==> src/rtl/pu_msp430_timer16_bank_if.sv <==
`default_nettype none
// ============================================================================
// Module   : pu_msp430_timer16_bank_if
// Purpose  : MSP430 per_* peripheral bus bundle used by the timer bank.
// Revision : 1.0 - initial release
// ============================================================================
interface pu_msp430_timer16_bank_if;
    logic [13:0] per_addr;
    logic [15:0] per_din;
    logic        per_en;
    logic [1:0]  per_we;
    logic [15:0] per_dout;

    modport master (output per_addr, per_din, per_en, per_we, input per_dout);
    modport slave  (input per_addr, per_din, per_en, per_we, output per_dout);
endinterface
`default_nettype wire

==> src/rtl/pu_msp430_timer16_bank.sv <==
`default_nettype none
// ============================================================================
// Module   : pu_msp430_timer16_bank
// Purpose  : 16-bit timer with NCH compare channels on the MSP430 per_* bus.
//            Prescaler built only when PU_MSP430_TIMER16_PRESCALER_EN is set.
// Revision : 1.0 - initial release
// ============================================================================
module pu_msp430_timer16_bank #(
    parameter logic [14:0] BASE_ADDR = 15'h0190,
    parameter int          DEC_WD    = 4,
    parameter int          NCH       = 2
) (
    input  wire                     mclk,
    input  wire                     puc_rst,
    pu_msp430_timer16_bank_if.slave bus,
    output logic                    irq,
    output logic [NCH-1:0]          cmp_match
);

    localparam int                 c_IDX_W    = DEC_WD - 1;
    localparam logic [c_IDX_W-1:0] c_IDX_CTRL = c_IDX_W'(0);
    localparam logic [c_IDX_W-1:0] c_IDX_CNT  = c_IDX_W'(1);
    localparam logic [c_IDX_W-1:0] c_IDX_STAT = c_IDX_W'(2);

    function automatic logic [15:0] f_merge(input logic [15:0] old_v,
                                            input logic [15:0] new_v,
                                            input logic [1:0]  lanes);
        f_merge = {lanes[1] ? new_v[15:8] : old_v[15:8],
                   lanes[0] ? new_v[7:0]  : old_v[7:0]};
    endfunction

    logic               r_en;
    logic               r_ie;
    logic               r_mode;
    logic [15:0]        r_cnt;
    logic [NCH-1:0]     r_stat;
    logic [15:0]        r_cmp [NCH];
    logic [NCH-1:0]     r_match;

    logic               w_sel;
    logic               w_wr;
    logic               w_rd;
    logic [c_IDX_W-1:0] w_idx;
    logic               w_ctrl_wr;
    logic               w_clr;
    logic               w_cnt_wr;
    logic               w_stat_wr;
    logic               w_tick;
    logic [1:0]         w_psc;
    logic [NCH-1:0]     w_match;
    logic [NCH-1:0]     w_stat_clr;
    logic [15:0]        w_rdata;

    assign w_sel     = bus.per_en & (bus.per_addr[13:DEC_WD-1] == BASE_ADDR[14:DEC_WD]);
    assign w_wr      = w_sel & (|bus.per_we);
    assign w_rd      = w_sel & ~(|bus.per_we);
    assign w_idx     = bus.per_addr[DEC_WD-2:0];
    assign w_ctrl_wr = w_wr & bus.per_we[0] & (w_idx == c_IDX_CTRL);
    assign w_clr     = w_ctrl_wr & bus.per_din[1];
    assign w_cnt_wr  = w_wr & (w_idx == c_IDX_CNT);
    assign w_stat_wr = w_wr & (w_idx == c_IDX_STAT);

`ifdef PU_MSP430_TIMER16_PRESCALER_EN
    logic [1:0] r_psc;
    logic [2:0] r_presc;
    logic [2:0] w_presc_max;

    // ">=" lets a shrunken PSC take effect at once instead of wrapping the counter
    assign w_presc_max = 3'((4'd1 << r_psc) - 4'd1);
    assign w_tick      = r_en & (r_presc >= w_presc_max);
    assign w_psc       = r_psc;

    always_ff @(posedge mclk or posedge puc_rst) begin
        if (puc_rst) begin
            r_psc   <= 2'b00;
            r_presc <= 3'd0;
        end else begin
            if (w_ctrl_wr) begin
                r_psc <= bus.per_din[5:4];
            end
            if (!r_en || w_clr || w_tick) begin
                r_presc <= 3'd0;
            end else begin
                r_presc <= r_presc + 3'd1;
            end
        end
    end
`else
    assign w_tick = r_en;
    assign w_psc  = 2'b00;
`endif

    generate
        for (genvar gi = 0; gi < NCH; gi++) begin : g_match
            assign w_match[gi] = w_tick & (r_cnt == r_cmp[gi]);
        end
    endgenerate

    always_comb begin
        w_stat_clr = '0;
        for (int i = 0; i < NCH; i++) begin
            if (w_stat_wr && bus.per_we[i/8] && bus.per_din[i]) begin
                w_stat_clr[i] = 1'b1;
            end
        end
    end

    always_ff @(posedge mclk or posedge puc_rst) begin
        if (puc_rst) begin
            r_en    <= 1'b0;
            r_ie    <= 1'b0;
            r_mode  <= 1'b0;
            r_cnt   <= 16'h0000;
            r_stat  <= '0;
            r_match <= '0;
            for (int i = 0; i < NCH; i++) begin
                r_cmp[i] <= 16'h0000;
            end
        end else begin
            if (w_ctrl_wr) begin
                r_en   <= bus.per_din[0];
                r_ie   <= bus.per_din[2];
                r_mode <= bus.per_din[3];
            end

            if (w_clr) begin
                r_cnt <= 16'h0000;
            end else if (w_cnt_wr) begin
                r_cnt <= f_merge(r_cnt, bus.per_din, bus.per_we);
            end else if (w_tick) begin
                r_cnt <= (r_mode && (r_cnt == r_cmp[0])) ? 16'h0000 : r_cnt + 16'h0001;
            end

            // hardware set is OR-ed in after the clear so it wins a same-cycle W1C
            r_stat  <= (r_stat & ~w_stat_clr) | w_match;
            r_match <= w_match;

            for (int i = 0; i < NCH; i++) begin
                if (w_wr && (w_idx == c_IDX_W'(3 + i))) begin
                    r_cmp[i] <= f_merge(r_cmp[i], bus.per_din, bus.per_we);
                end
            end
        end
    end

    always_comb begin
        w_rdata = 16'h0000;
        if (w_idx == c_IDX_CTRL) begin
            w_rdata = {10'b0, w_psc, r_mode, r_ie, 1'b0, r_en};
        end else if (w_idx == c_IDX_CNT) begin
            w_rdata = r_cnt;
        end else if (w_idx == c_IDX_STAT) begin
            w_rdata = 16'(r_stat);
        end
        for (int i = 0; i < NCH; i++) begin
            if (w_idx == c_IDX_W'(3 + i)) begin
                w_rdata = r_cmp[i];
            end
        end
    end

    assign bus.per_dout = w_rd ? w_rdata : 16'h0000;
    assign irq          = r_ie & (|r_stat);
    assign cmp_match    = r_match;

endmodule
`default_nettype wire

==> src/flat_wrapper.sv <==
// flat-port wrapper written by rule: the top's interface ports become plain ports
module pu_msp430_timer16_bank_flat 
#(
    parameter logic [14:0] BASE_ADDR = 15'h0190,
    parameter int          DEC_WD    = 4,
    parameter int          NCH       = 2
)
  (mclk, puc_rst, irq, cmp_match, bus_per_addr, bus_per_din, bus_per_en, bus_per_we, bus_per_dout);
  pu_msp430_timer16_bank_if bus_i ();
  input  wire mclk;
  input  wire puc_rst;
  output logic irq;
  output logic [NCH-1:0] cmp_match;
  input wire logic [$bits(bus_i.per_addr)-1:0] bus_per_addr;
  input wire logic [$bits(bus_i.per_din)-1:0] bus_per_din;
  input wire logic [$bits(bus_i.per_en)-1:0] bus_per_en;
  input wire logic [$bits(bus_i.per_we)-1:0] bus_per_we;
  output wire logic [$bits(bus_i.per_dout)-1:0] bus_per_dout;
  assign bus_i.per_addr = bus_per_addr;
  assign bus_i.per_din = bus_per_din;
  assign bus_i.per_en = bus_per_en;
  assign bus_i.per_we = bus_per_we;
  assign bus_per_dout = bus_i.per_dout;
  pu_msp430_timer16_bank #(.BASE_ADDR(BASE_ADDR), .DEC_WD(DEC_WD), .NCH(NCH)) u_core (.mclk(mclk), .puc_rst(puc_rst), .bus(bus_i), .irq(irq), .cmp_match(cmp_match));
endmodule
==> config.mk <==
export PLATFORM = sky130hd
export DESIGN_NAME = pu_msp430_timer16_bank_flat
export DESIGN_NICKNAME = d
export VERILOG_FILES = /design/src/rtl/pu_msp430_timer16_bank_if.sv /design/src/rtl/pu_msp430_timer16_bank.sv /design/src/flat_wrapper.sv
export SDC_FILE = /design/constraint.sdc
export NUM_CORES = 1
export LEC_CHECK = 0
export CORE_MARGIN = 2
export CORE_UTILIZATION = 25
export CTS_CLUSTER_DIAMETER = 40
export DETAILED_ROUTE_END_ITERATION = 7
export SYNTH_ARGS = -nofsm -noshare
export SYNTH_HDL_FRONTEND = slang
export SYNTH_SLANG_ARGS = --single-unit
==> constraint.sdc <==
create_clock -name mclk -period 3.9 [get_ports mclk]
set_input_delay 0.78 -clock mclk [delete_from_list [all_inputs] [get_ports mclk]]
set_output_delay 0.78 -clock mclk [all_outputs]
set_load 0.02 [all_outputs]
==> flow_summary.json, run 1 <==
{
  "synthDistinctLibCells": 47,
  "ys_top_cells_by_area": "dfrtp_1, mux2_2, xnor2_1",
  "htreeDepth": 2,
  "clock_sinks": 55,
  "hp-class": "reg2reg",
  "p_leak_nw": 1.88,
  "drive_gt1_share_pct": 18.7,
  "drv_slew": 0,
  "worst-setup-path-type": "in2out",
  "nNetsFinal": 463,
  "nFillCells": 1438,
  "syn_area_per_cell_um2": 9.48,
  "setup_slack_ns": 0.163,
  "finalCriticalPeriod_ns": 3.74,
  "grt_pass1_wl_mm": 16.8,
  "synthToLayoutAreaGrowth_pct": 25.7,
  "crit_family": "buffers and inverters",
  "dieArea_mm2": 0.0154,
  "syn-num-nets": 416,
  "wirelength_mm": 10.2,
  "max_stage_delay_ns": 0.67,
  "swShare_pct": 22.4,
  "tightest_slew_ns": 0.551,
  "drc": 0,
  "wire_per_inst_um": 16.8,
  "first_pass_iters": 4,
  "post_cts_resized": 0,
  "placed_cell_area_mm2": 0.00435,
  "pin_count": 54,
  "cts_inserted_buffers": 5,
  "dpl.hpwl_mm": 7.62,
  "postCtsSetupBuffers": 0,
  "drtIter0Drc": 201,
  "required_ns": 3.12,
  "crit_arrival_ns": 2.96,
  "final_area_mm2": 0.00453,
  "synth_warnings": 0,
  "syn_area_mm2": 0.00360,
  "status": "completed",
  "start_util_pct": 25.8,
  "min_period_over_period_pct": 95.8,
  "gp_congestion": 0.838,
  "drv_cap": 0,
  "grt-ovfl-total": 0,
  "cts_hold_buf": 0,
  "crit_slowest_cell": "clkdlybuf4s50_1",
  "hold_violations": 0,
  "viasPerCell": 4.93,
  "synth_enable_flop_cells": 0,
  "seq_power_share_pct": 47.3,
  "critPathMaxFanout": 8,
  "port_buffers": 53,
  "die_h_um": 124,
  "synth-seq-area-share_pct": 38.2,
  "grtUsageTotal_pct": 14.0,
  "num_vias": 2998,
  "layout_commonest_cell": "dfrtp_1",
  "cts.clk_slew.worst_paths_ns": 0.07,
  "final.setup_skew_ns": 0.00551,
  "pwr-share-clk_pct": 43.2,
  "clk_path_buf_depth": 2,
  "core-area_mm2": 0.0140,
  "die_w_um": 124,
  "final_cell_mix": "dfrtp_1, clkdlybuf4s50_1, nor2_1",
  "antenna_found_initial": 0,
  "dominantRegCellSynth": "dfrtp_1",
  "path_cells": "clkdlybuf4s50_1, nand2_1, a2bb2oi_1, o21a_1, nor2_1, nor2_1, a211oi_1, clkdlybuf4s50_1",
  "grt_pass1_vias": 3136,
  "power.total_mw": 1.22,
  "syn_inst": 380,
  "fmax_mhz": 268,
  "slew_headroom_pct": 63.3,
  "tns_ns": 0,
  "ant_nets": 0,
  "fin_util_pct": 32.4,
  "pre_cts_slack_ns": 0.175,
  "cts_tree": "yes",
  "cp-end-kind": "primary output",
  "synth_top_area_cell": "dfrtp_1",
  "rsz0062_at_grt": "no",
  "diodes": 0,
  "clock_latency_ns": 0.29,
  "yosysTopAreaCellShare_pct": 38.2,
  "p_int_uw": 949,
  "ys_ff_latch": 55,
  "power_density_mw_per_mm2": 270,
  "row_count": 43,
  "p_comb_share_pct": 9.5,
  "grt_max_degree": 43,
  "path_buf_inv": 2,
  "setup-violations-final": 0,
  "crit_path_start_kind": "input port",
  "root_buffer": "clkbuf_16",
  "async_reset_ff_share_pct": 100,
  "p_switching_uw": 275,
  "peakVddDrop_uv": 146
}
[final cells by class]
cell class | count | area (um2) | area share [%]
Clock buffer | 6 | 139 | 3.07
Tap cell | 180 | 225 | 4.97
Sequential cell | 55 | 1380 | 30.4
Timing Repair Buffer | 66 | 653 | 14.4
Inverter | 17 | 63.8 | 1.41
Clock inverter | 2 | 35.0 | 0.774
Multi-Input combinational cell | 282 | 2040 | 45.0
[per-stage QoR]
stage | cells | hold WS (ns)
finish | 608 | 0.555
global route | 608 | 0.582
CTS | 608 | 0.561
detailed placement | 600 | 0.544
global placement | 600 | 0.538
floorplan | 380 | 0.499
[per-layer routing]
layer,part of all wire [%],GRT usage [%],wire [um],vias up
met4,1.6,3.79,164,0
met1,45,19.3,4580,1485
met5,0,0,0,-
met3,4.5,1.83,463,14
met2,49,23.2,5010,70
li1,-,-,-,1429
[cell families after synthesis]
group	count (synthesis)	synth area share [%]
simple gates	122	18.9
compound gates	77	14.4
flops	55	38.2
mux	48	14.6
buf+inv	43	5.31
xor+xnor	34	8.26
fa+ha+maj	1	0.347
[synth_stat cells, types with 2 or more instances]
cell type	instances
a211oi_2	2
a21oi_1	27
a22oi_1	12
a311oi_4	2
a31oi_1	3
a32oi_1	5
and3_1	3
and4bb_2	2
buf_2	13
buf_4	2
clkbuf_1	5
clkbuf_2	5
dfrtp_1	55
inv_1	17
mux2_2	36
mux2i_1	12
nand2_1	19
nand2b_1	4
nand3_1	8
nand3b_1	2
nand4_1	11
nor2_1	47
nor2_4	2
nor2b_1	3
nor3_1	6
nor3_2	2
nor4_2	2
o21a_1	2
o21ai_0	13
o21ai_1	7
or2_2	2
xnor2_1	34
[power by group through the flow]
stage                     Sequential, mW  Clock (mW)  Combinational, mW
after CTS                          0.578       0.538              0.118
after global routing               0.579       0.555              0.128
final                              0.578       0.528              0.117
after floorplan                    0.585           0             0.0571
after global placement             0.589           0              0.116
after detailed placement           0.589           0              0.117
[worst paths after layout]
| path | startpoint | to | slack (ns) | depth (start not counted) |
|---|---|---|---|---|
| worst max-delay path | bus_per_addr[0] | bus_per_dout[0] | 0.16 | 8 |
| worst min-delay path | u_core.r_cmp[7] | u_core.r_cmp[7] | 0.55 | 1 |
| worst max register to register | u_core.r_cnt[0] | u_core.r_cnt[12] | 1.72 | 7 |
| worst min register to register | u_core.r_cmp[7] | u_core.r_cmp[7] | 0.55 | 1 |
| max in group asynchronous | puc_rst | u_core.cmp_match[0] | 2.31 | 3 |
| min in group asynchronous | puc_rst | u_core.r_cmp[8] | 0.75 | 2 |
[state kept, by name, summed over array words and instances (netlist names)]
register          flops
u_core.cmp_match      2
u_core.r_cmp         32
u_core.r_cnt         16
u_core.r_en           1
u_core.r_ie           1
u_core.r_mode         1
u_core.r_stat         2
Note: power is estimated with default switching activity, not from simulation.
==> inputs of run 2 (changes only) <==
--- a/config.mk
+++ b/config.mk
@@ -5,7 +5,6 @@
 export SDC_FILE = /design/constraint.sdc
 export NUM_CORES = 1
 export LEC_CHECK = 0
-export CORE_MARGIN = 2
 export CORE_UTILIZATION = 25
 export CTS_CLUSTER_DIAMETER = 40
 export DETAILED_ROUTE_END_ITERATION = 7
==> constraint.sdc (replaced) <==
create_clock -name mclk -period 3.6 [get_ports mclk]
set_input_delay 0.72 -clock mclk [delete_from_list [all_inputs] [get_ports mclk]]
set_output_delay 0.72 -clock mclk [all_outputs]
set_load 0.02 [all_outputs]
==> flow_summary.json, run 2 (synthesis gave the netlist of run 1 again) <==
{
  "status": "completed",
  "largest_registers": "u_core.r_cmp x32, u_core.r_cnt x16",
  "cts.clk_slew.worst_paths_ns": 0.07,
  "clock_latency_ns": 0.29,
  "required_ns": 2.88,
  "ant_nets": 0,
  "dieArea_mm2": 0.0149,
  "grt_pass1_vias": 3107,
  "gp_congestion": 0.887,
  "fmax_mhz": 291,
  "die_h_um": 122,
  "hold_violations": 0,
  "die_w_um": 122,
  "cts_hold_buf": 0,
  "drive_gt1_share_pct": 19.2,
  "rsz0062_at_grt": "no",
  "drv_slew": 0,
  "cts_tree": "yes",
  "finalCriticalPeriod_ns": 3.43,
  "dpl.cell_count": 604,
  "layout_commonest_cell": "dfrtp_1",
  "crit_path_start_kind": "input port",
  "final_area_mm2": 0.00454,
  "dpl.hpwl_mm": 7.66,
  "synthToLayoutAreaGrowth_pct": 26.0,
  "diodes": 0,
  "worst-setup-path-type": "in2out",
  "wirelength_mm": 10.0,
  "tightest_slew_ns": 0.529,
  "p_leak_nw": 1.89,
  "placed_cell_area_mm2": 0.00438,
  "tns_ns": 0,
  "first_pass_iters": 4,
  "cp-end-kind": "primary output",
  "drtIter0Drc": 207,
  "pin_count": 54,
  "grt-ovfl-total": 0,
  "viasPerCell": 4.82,
  "largest_reg_flops": 32,
  "clock_sinks": 55,
  "fin_util_pct": 32.5,
  "peakVddDrop_uv": 185,
  "layoutNonFillerInstCount": 612,
  "critPathMaxFanout": 5,
  "root_buffer": "clkbuf_16",
  "wire_per_inst_um": 16.4,
  "regMostFlops": "u_core.r_cmp",
  "crit_arrival_ns": 2.71,
  "clk_path_buf_depth": 2,
  "cts_inserted_buffers": 5,
  "grt_pass1_wl_mm": 16.2,
  "htreeDepth": 2,
  "nNetsFinal": 467,
  "grt_max_degree": 24,
  "final.setup_skew_ns": 0.00603,
  "final_cell_mix": "dfrtp_1, clkdlybuf4s50_1, nor2_1",
  "min_period_over_period_pct": 95.4,
  "setup-violations-final": 0,
  "hp-class": "reg2reg",
  "slew_headroom_pct": 64.7,
  "port_buffers": 53,
  "core-area_mm2": 0.0140,
  "hold_ws_ns": 0.560,
  "antenna_found_initial": 0,
  "postCtsSetupBuffers": 0,
  "post_cts_resized": 0,
  "row_count": 43,
  "drv_cap": 0,
  "num_vias": 2948,
  "grtUsageTotal_pct": 14.1,
  "drc": 0,
  "start_util_pct": 25.8,
  "power_density_mw_per_mm2": 280
}
-- run 2: layer usage --
metal | track usage (%) | wire (um) | share of wire [%]
met1 | 18.2 | 4470 | 45
met2 | 24.3 | 4960 | 49
met3 | 2.34 | 463 | 4.6
met4 | 3.51 | 131 | 1.3
met5 | 0 | 0 | 0
-- run 2: through the flow --
stage | setup slack (ns) | power, mW
floorplan | 0.775 | 0.695
global placement | 0.124 | 0.768
detailed placement | 0.149 | 0.769
CTS | 0.149 | 1.28
global route | 0.0185 | 1.32
finish | 0.166 | 1.27
-- run 2: worst max-delay path, stage by stage --
cell and delay, ns:
clkdlybuf4s50_1 0.56, nand2_1 0.08, a2bb2oi_1 0.14, o21a_1 0.18, nor2_1 0.11, nor2_1 0.05
a211oi_1 0.23, clkdlybuf4s50_1 0.64
-- run 2: final cells by class --
type	count	area (um2)
sequential	55	1380
timing repair buffer	70	683
inverter	17	63.8
clock buffer	8	156
tap	180	225
multi-input combinational	282	2040
fill	1451	9450
-- run 2: power breakdown --
group,internal [mW],switching [mW]
combinational,0.0635,0.0662
clock,0.297,0.218
sequential,0.620,0.00632
total,0.981,0.291
-- run 2: final timing paths --
path / from / slack [ns] / cells after the start / endpoint
min: u_core.r_cmp[19] / 0.56 / 1 / u_core.r_cmp[19]
max: bus_per_addr[0] / 0.17 / 8 / bus_per_dout[0]
min reg2reg: u_core.r_cmp[19] / 0.56 / 1 / u_core.r_cmp[19]
min in group asynchronous: puc_rst / 0.78 / 2 / u_core.r_cmp[31]
max in group asynchronous: puc_rst / 2.19 / 3 / u_core.r_cnt[0]
max reg2reg: u_core.r_cnt[0] / 1.36 / 7 / u_core.r_cnt[12]
==> inputs of run 3 (changes only) <==
--- a/config.mk
+++ b/config.mk
@@ -5,8 +5,10 @@
 export SDC_FILE = /design/constraint.sdc
 export NUM_CORES = 1
 export LEC_CHECK = 0
+export ABC_AREA = 1
 export CORE_UTILIZATION = 25
 export CTS_CLUSTER_DIAMETER = 40
+export CTS_CLUSTER_SIZE = 16
 export DETAILED_ROUTE_END_ITERATION = 7
 export SYNTH_ARGS = -nofsm -noshare
 export SYNTH_HDL_FRONTEND = slang
==> flow_summary.json, run 3 <==
{
  "viasPerCell": 4.64,
  "grt-ovfl-total": 0,
  "dpl.cell_count": 888,
  "min_period_over_period_pct": 94.6,
  "critPathMaxFanout": 11,
  "core-area_mm2": 0.0160,
  "ant_nets": 0,
  "drv_cap": 0,
  "hold_violations": 0,
  "hold_ws_ns": 0.495,
  "drive_gt1_share_pct": 7.94,
  "clk_path_buf_depth": 2,
  "status": "completed",
  "antenna_found_initial": 0,
  "rsz0062_at_grt": "no",
  "tightest_slew_ns": 0.733,
  "hp-class": "reg2reg",
  "syn_area_per_cell_um2": 6.57,
  "async_reset_ff_share_pct": 100,
  "drc": 0,
  "multiInputGateArea_mm2": 0.00223,
  "nNetsFinal": 715,
  "grt_pass1_wl_mm": 21.1,
  "first_pass_iters": 5,
  "cts.clk_slew.worst_paths_ns": 0.08,
  "nFillCells": 1769,
  "layout_commonest_cell": "nand2_1",
  "synth_enable_flop_cells": 0,
  "dpl.hpwl_mm": 10.0,
  "path_cells": "clkdlybuf4s50_1, nand4_1, nor2_1, nand2_2, nor2_1, buf_4, o221a_2, clkdlybuf4s50_1",
  "final.setup_skew_ns": 0.00737,
  "synthToLayoutAreaGrowth_pct": 24.5,
  "cts_tree": "yes",
  "max_stage_delay_ns": 0.59,
  "clock_sinks": 55,
  "drv_slew": 0,
  "peakVddDrop_uv": 169,
  "ys_ff_latch": 55,
  "largest_reg_flops": 32,
  "cp-endpoint": "bus_per_dout[2]",
  "regArea_mm2": 0.00138,
  "timing.rr.start": "u_core.r_cnt[2]",
  "p_leak_nw": 2.70,
  "gp_congestion": 0.887,
  "port_buffers": 53,
  "pin_count": 54,
  "fin_util_pct": 32.1,
  "r2r_slack_ns": 1.64,
  "synth_warnings": 0,
  "row_count": 46,
  "setup-violations-final": 0,
  "crit_path_start_kind": "input port",
  "grt_pass1_vias": 3988,
  "rr_endpoint": "u_core.r_cnt[5]",
  "yosysTopAreaCellShare_pct": 33.4,
  "grt_max_degree": 27,
  "regMostFlops": "u_core.r_cmp",
  "die_w_um": 130,
  "crit_arrival_ns": 2.68,
  "wirelength_mm": 13.0,
  "required_ns": 2.88,
  "crit_slowest_cell": "clkdlybuf4s50_1",
  "num_vias": 4154,
  "synthDistinctLibCells": 40,
  "drtIter0Drc": 271,
  "syn-num-nets": 664,
  "clock_latency_ns": 0.30,
  "cp-end-kind": "primary output",
  "synthTopCellsByCount": "nand2_1, inv_1, dfrtp_1",
  "power.total_mw": 1.37,
  "dominantRegCellSynth": "dfrtp_1",
  "diodes": 0,
  "ys_top_cells_by_area": "dfrtp_1, nand2_1, inv_1",
  "root_buffer": "clkbuf_16",
  "reg2reg_depth": 11,
  "largest_registers": "u_core.r_cmp x32, u_core.r_cnt x16",
  "grtUsageTotal_pct": 16.2,
  "final_cell_mix": "nand2_1, inv_1, dfrtp_1",
  "fmax_mhz": 294,
  "startpoint": "bus_per_addr[6]",
  "dieArea_mm2": 0.0170,
  "slew_headroom_pct": 51.0,
  "synth-seq-area-share_pct": 33.4,
  "synth_top_area_cell": "dfrtp_1",
  "synth_most_common_cell": "nand2_1",
  "syn_inst": 628,
  "power_density_mw_per_mm2": 266,
  "htreeDepth": 2,
  "layoutNonFillerInstCount": 896,
  "start_util_pct": 25.8,
  "syn_area_mm2": 0.00413,
  "wire_per_inst_um": 14.5,
  "die_h_um": 130,
  "cts_inserted_buffers": 5,
  "worst-setup-path-type": "in2out",
  "finalCriticalPeriod_ns": 3.40
}
## run 3: changes by cell type after synthesis, moves of 7 or more
cell,previous run,this run
xnor2_1,34,0
inv_1,17,98
nand3_1,8,40
mux2i_1,12,0
xor2_1,0,18
nand2_1,19,199
o21ai_1,7,0
o21ai_0,13,41
o21a_1,2,10
a22oi_1,12,0
mux2_2,36,0
## run 3: critical path, delay by kind of cell
kind / cells / cell delay, ns
buffers and inverters: 3 / 1.29
AOI/OAI and AO/OA: 1 / 0.20
and+or+nand+nor: 4 / 0.46
## run 3: layer usage
layer / routed length [um] / track usage, %
met1: 5740 / 21.4
met2: 6120 / 27.7
met3: 877 / 2.16
met4: 248 / 4.80
met5: 0 / 0
## run 3: kinds of logic (layout without fill, tap and decap cells)
kind of cell / Yosys count / count (layout) / share of synthesized area [%]
and+or+nand+nor: 333 / 333 / 36.5
xor gates and xnor gates: 18 / 18 / 3.82
adders and majority gates: 1 / 1 / 0.303
buffers and inverters: 127 / 179 / 12.6
DFF: 55 / 55 / 33.4
AOI/OAI and AO/OA: 94 / 94 / 13.4
## run 3: final cells by class
cell class / instances / share of cell area (%)
multi-input combinational: 446 / 43.4
inverter: 104 / 7.60
timing repair buffer: 67 / 13.2
tap: 216 / 5.26
clock inverter: 3 / 1.32
sequential: 55 / 26.8
clock buffer: 5 / 2.44
## run 3: worst min path at each step
stage / from / end / slack, ns / depth (start not counted)
after floorplan: u_core.r_ie / u_core.r_ie / 0.45 / 2
after global placement: u_core.r_ie / u_core.r_ie / 0.48 / 2
after detailed placement: u_core.r_ie / u_core.r_ie / 0.48 / 2
after CTS: u_core.r_ie / u_core.r_ie / 0.50 / 2
after global routing: u_core.r_cmp[19] / u_core.r_cmp[19] / 0.56 / 2
final: u_core.r_ie / u_core.r_ie / 0.50 / 2
## run 3: metrics by stage
step,instance area (um2),setup TNS [ns],setup WS (ns)
global route,5140,0,0.0741
floorplan,4130,0,0.899
detailed placement,4910,-0.0430,-0.0247
CTS,5100,0,0.00503
finish,5140,0,0.196
global placement,4910,-0.0396,-0.0277
## run 3: power by group
group / internal, mW / switching, mW / total, mW / leakage (nW)
sequential: 0.618 / 0.000842 / 0.619 / 0.706
combinational: 0.0494 / 0.0575 / 0.107 / 1.90
clock: 0.399 / 0.241 / 0.641 / 0.0900
total: 1.07 / 0.300 / 1.37 / 2.70
## run 3: repair_timing
action,CTS,global route
setup endpoints to repair,2,13
resized for setup,2,13
gates cloned,0,0
hold buffers,0,0
setup buffers,0,0
